### config.mk
export PLATFORM = sky130hd
export DESIGN_NAME = uart_baud_gen
export DESIGN_NICKNAME = d
export VERILOG_FILES = /design/src/rtl/uart_baud_gen_pkg.sv /design/src/rtl/uart_baud_gen.sv
export SDC_FILE = /design/constraint.sdc
export NUM_CORES = 1
export LEC_CHECK = 0
export ABC_CLOCK_PERIOD_IN_PS = 5400
export BUFFER_PORTS_ARGS = -buffer_cell sky130_fd_sc_hd__buf_4
export CORE_AREA = 2 2 80 82
export DETAILED_ROUTE_END_ITERATION = 10
export DIE_AREA = 0 0 82 84
export PLACE_DENSITY = 0.73
export RECOVER_POWER = 25
export SLEW_MARGIN = 10
export SYNTH_ARGS = -nofsm -noshare
export SYNTH_HDL_FRONTEND = slang
export SYNTH_SLANG_ARGS = --single-unit
### constraint.sdc
create_clock -name i_clk -period 5.4 [get_ports i_clk]
set_input_delay 1.08 -clock i_clk [delete_from_list [all_inputs] [get_ports i_clk]]
set_output_delay 1.08 -clock i_clk [all_outputs]
set_load 0.005 [all_outputs]
### src/rtl/uart_baud_gen_pkg.sv
// Shared constants for the UART 16x baud tick generator.
// Divisor, fraction and oversample widths used by uart_baud_gen.
package uart_baud_gen_pkg;

    localparam int DIVISOR_WIDTH = 16;
    localparam int FRAC_WIDTH    = 4;
    localparam int OVERSAMPLE    = 16;

endpackage

### src/rtl/uart_baud_gen.sv
// UART 16x-oversample tick generator with 1/16-cycle fractional divisor.
// Ports: i_clk, i_rst (sync, active-high), i_divisor_x16, i_fra_adj_x16,
//        o_baud_x16 (registered one-cycle tick). COUNTER_WIDTH must be >= 17.
module uart_baud_gen
    import uart_baud_gen_pkg::*;
#(
    parameter int COUNTER_WIDTH = 20
) (
    input  logic                     i_clk,
    input  logic                     i_rst,
    input  logic [DIVISOR_WIDTH-1:0] i_divisor_x16,
    input  logic [FRAC_WIDTH-1:0]    i_fra_adj_x16,
    output logic                     o_baud_x16
);

    logic [COUNTER_WIDTH-1:0] cnt;
    logic [COUNTER_WIDTH-1:0] period_q;
    logic [COUNTER_WIDTH-1:0] period_cur;
    logic [FRAC_WIDTH-1:0]    acc;
    logic [FRAC_WIDTH:0]      acc_sum;
    logic                     start;
    logic                     wrap;
    logic                     idle;

    // On the first cycle of a period the length is computed live from the
    // inputs, so the counter can already compare against it; afterwards the
    // latched length is used and input changes wait for the next period.
    always_comb begin
        acc_sum    = {1'b0, acc} + {1'b0, i_fra_adj_x16};
        period_cur = period_q;
        if (start) begin
            period_cur = COUNTER_WIDTH'(i_divisor_x16)
                       + COUNTER_WIDTH'(acc_sum[FRAC_WIDTH]);
        end
        wrap = (cnt == period_cur - COUNTER_WIDTH'(1));
        idle = (i_divisor_x16 == '0);
    end

    // A zero divisor parks the generator exactly as reset does, so the
    // first tick after it becomes nonzero follows reset-release timing.
    always_ff @(posedge i_clk) begin
        if (i_rst || idle) begin
            cnt        <= '0;
            acc        <= '0;
            period_q   <= '0;
            o_baud_x16 <= 1'b0;
            start      <= 1'b1;
        end else begin
            if (start) begin
                period_q <= period_cur;
                acc      <= acc_sum[FRAC_WIDTH-1:0];
            end
            if (wrap) begin
                cnt        <= '0;
                o_baud_x16 <= 1'b1;
                start      <= 1'b1;
            end else begin
                cnt        <= cnt + COUNTER_WIDTH'(1);
                o_baud_x16 <= 1'b0;
                start      <= 1'b0;
            end
        end
    end

endmodule

==> qor.yml <==
status:
  status: "finished clean"
worst_hold_path:
  hold_class: "register to register"
synthesis:
  ys_ff_latch: 46
  synthArstFlopShare_pct: 0
  syn_area_per_cell_um2: 8.002
  synth-edff-count: 0
  synth_nets: 433
  netlist_area_mm2: 0.003217
  synthFlopType: "dfxtp_1"
  syn_inst: 402
  yosys_warnings: 0
  yosysSeqAreaShare_pct: 28.63
  synthDistinctLibCells: 61
cts:
  cts_sinks: 46
  insertion_delay_ns: 0.31
  cts_root_buf: "clkbuf_8"
  cts-buffers-inserted: 5
  cts_max_path_buffers: 2
  post_cts_buffers: 0
  tritoncts: "done"
  htree_num_levels: 2
  clk_pin_slew_worst_paths_ns: 0.09
route:
  dr_total_vias: 3134
  dr.first_iter.drc_count: 186
  drt_drc_violations_left: 0
  ant_nets: 0
  vias_per_cell: 6.050
  dr.pass1.iters: 4
  wirelength_um: 8179
  wire_per_inst_um: 15.79
setup_path:
  path_class: "primary input to register"
  worstPathMaxFanout: 11
  arrival_ns: 5.39
  startpoint_type: "primary input"
  required_ns: 5.60
  end_kind: "register"
power_and_ir_drop:
  leakage_nw: 1.458
  ir_drop_mv: 0.1380
  cellPowerDensity_mw_per_mm2: 224.4
  power_uw: 839.6
sta:
  slew_viol_final: 0
  fmax_ghz: 0.1926
  clock_skew_ns: 0.009929
  whs_ns: 0.5123
  worst_pin_slew_ns: 1.090
  fin_setup_tns_ns: 0
  period_minus_slack_ns: 5.191
  fin_crit_sh_pct: 96.14
  hold_violations: 0
  slew_headroom_pct: 27.22
  setup_viol: 0
grt:
  grt_pass1_wl_um: 13080
  grt_max_degree: 28
  grt_overflow: 0
  grt_pass1_vias: 2845
  top_usage_layer: "met2"
  grt_use_met3_pct: 3.247
  antenna_found_initial: 0
  grt.total_usage_pct: 23.74
  gr-usage-met1_pct: 31.61
  grtUsageMet2_pct: 39.99
finish:
  antenna_cells: 0
  mostFrequentLayoutCells: "48 x nor2_1, 46 x dfxtp_1, 46 x buf_4"
  drive_above_1_share_pct: 16.33
  synthToLayoutAreaGrowth_pct: 16.34
  final_common_cell: "nor2_1"
  fillerInstances: 561
  final_nets: 471
placement:
  io_buffer_count: 22
  gp_congestion: 0.9160
  dp_hpwl_um: 5962
floorplan:
  die_area_mm2: 0.006888
  die_y_um: 84
  die_x_um: 82
  pin_count: 23
  start_util_pct: 52.77
  std_cell_rows: 29
  core_area_mm2: 0.006096
flow_run:
  maxCapViolations: 0
[flip-flops by register name, indices dropped and copies added (netlist names)]
name / count
start: 1
cnt: 20
acc: 4
period_q: 20
o_baud_x16: 1
[path summary, 6_finish.rpt]
path	startpoint	to	slack [ns]	depth (start not counted)
setup / recovery	i_fra_adj_x16[0]	cnt[7]	0.21	18
hold / removal	acc[0]	acc[0]	0.51	2
setup reg to reg	acc[0]	cnt[7]	0.79	17
hold reg to reg	acc[0]	acc[0]	0.51	2
[per-layer routing]
metal | part of all wire [%] | wire, um
met1 | 45 | 3686
met2 | 48 | 3913
met3 | 6.0 | 490
met4 | 1.1 | 89
met5 | 0 | 0
[through the flow]
step | cell area [um2] | setup slack [ns] | instances | util (%)
final | 3742 | 0.2086 | 518 | 61.39
after floorplan | 3217 | 0.1261 | 402 | -
after detailed placement | 3581 | -0.2053 | 508 | 58.74
after CTS | 3697 | 0.1292 | 516 | 60.65
after global placement | 3581 | -0.04340 | 508 | 58.74
after global routing | 3742 | -0.02881 | 518 | 61.39
[synthesized netlist by cell type, types with 9 or more instances]
library cell,count,area share [%]
dfxtp_1,46,29
nand3_1,20,3.1
nand4_1,9,1.8
nor2_1,48,5.6
clkbuf_1,10,1.2
xor2_1,20,5.4
mux2i_1,12,3.7
xnor2_1,28,7.6
a21oi_1,11,1.7
nor3_1,30,4.7
and2_1,9,1.8
nand2_1,23,2.7
nor4_1,14,2.7
[cell type report]
type,instances,area (um2),share of cell area [%]
clock buffer,5,68.82,1.839
multi-input combinational,330,2215,59.18
tap,77,96.34,2.574
inverter,7,26.28,0.7021
sequential,46,920.9,24.61
clock inverter,3,47.55,1.270
timing repair buffer,50,367.9,9.829
[cell families (layout without fill, tap and decap cells)]
logic type	count (synthesis)	in the layout	synth area share (%)
AOI/OAI and AO/OA	61	61	14.08
xor gates and xnor gates	48	48	13.07
adders and majority gates	9	9	3.734
buffers and inverters	28	65	4.162
DFF	46	46	28.63
muxes	15	15	4.784
and+or+nand+nor	195	197	31.54
[power by group]
part	leakage (nW)	internal (mW)	switching (mW)	total (mW)
Sequential	0.376	0.353	0.0130	0.366
Combinational	1.02	0.0953	0.109	0.204
Clock	0.0591	0.141	0.128	0.269
[critical path, cell delays in order]
cell and delay (ns):
clkbuf_4 0.11, ha_1 0.22, fa_1 0.40, a21o_1 0.17, a21o_1 0.17, ha_1 0.19, ha_1 0.23, nand3_2 0.09
mux2i_1 0.09, or4_1 0.54, a2111oi_0 0.41, buf_4 0.19, xnor2_1 0.12, o2111ai_1 0.13, a311o_1 0.40, a2111oi_4 0.39
and4_4 0.38, nor3_1 0.07
[timing repair]
action / in CTS / in global routing
hold buffers: 0 / 0
setup endpoints to repair: 0 / 22
resized for setup: 0 / 6
Note: power is estimated with default switching activity, not from simulation.
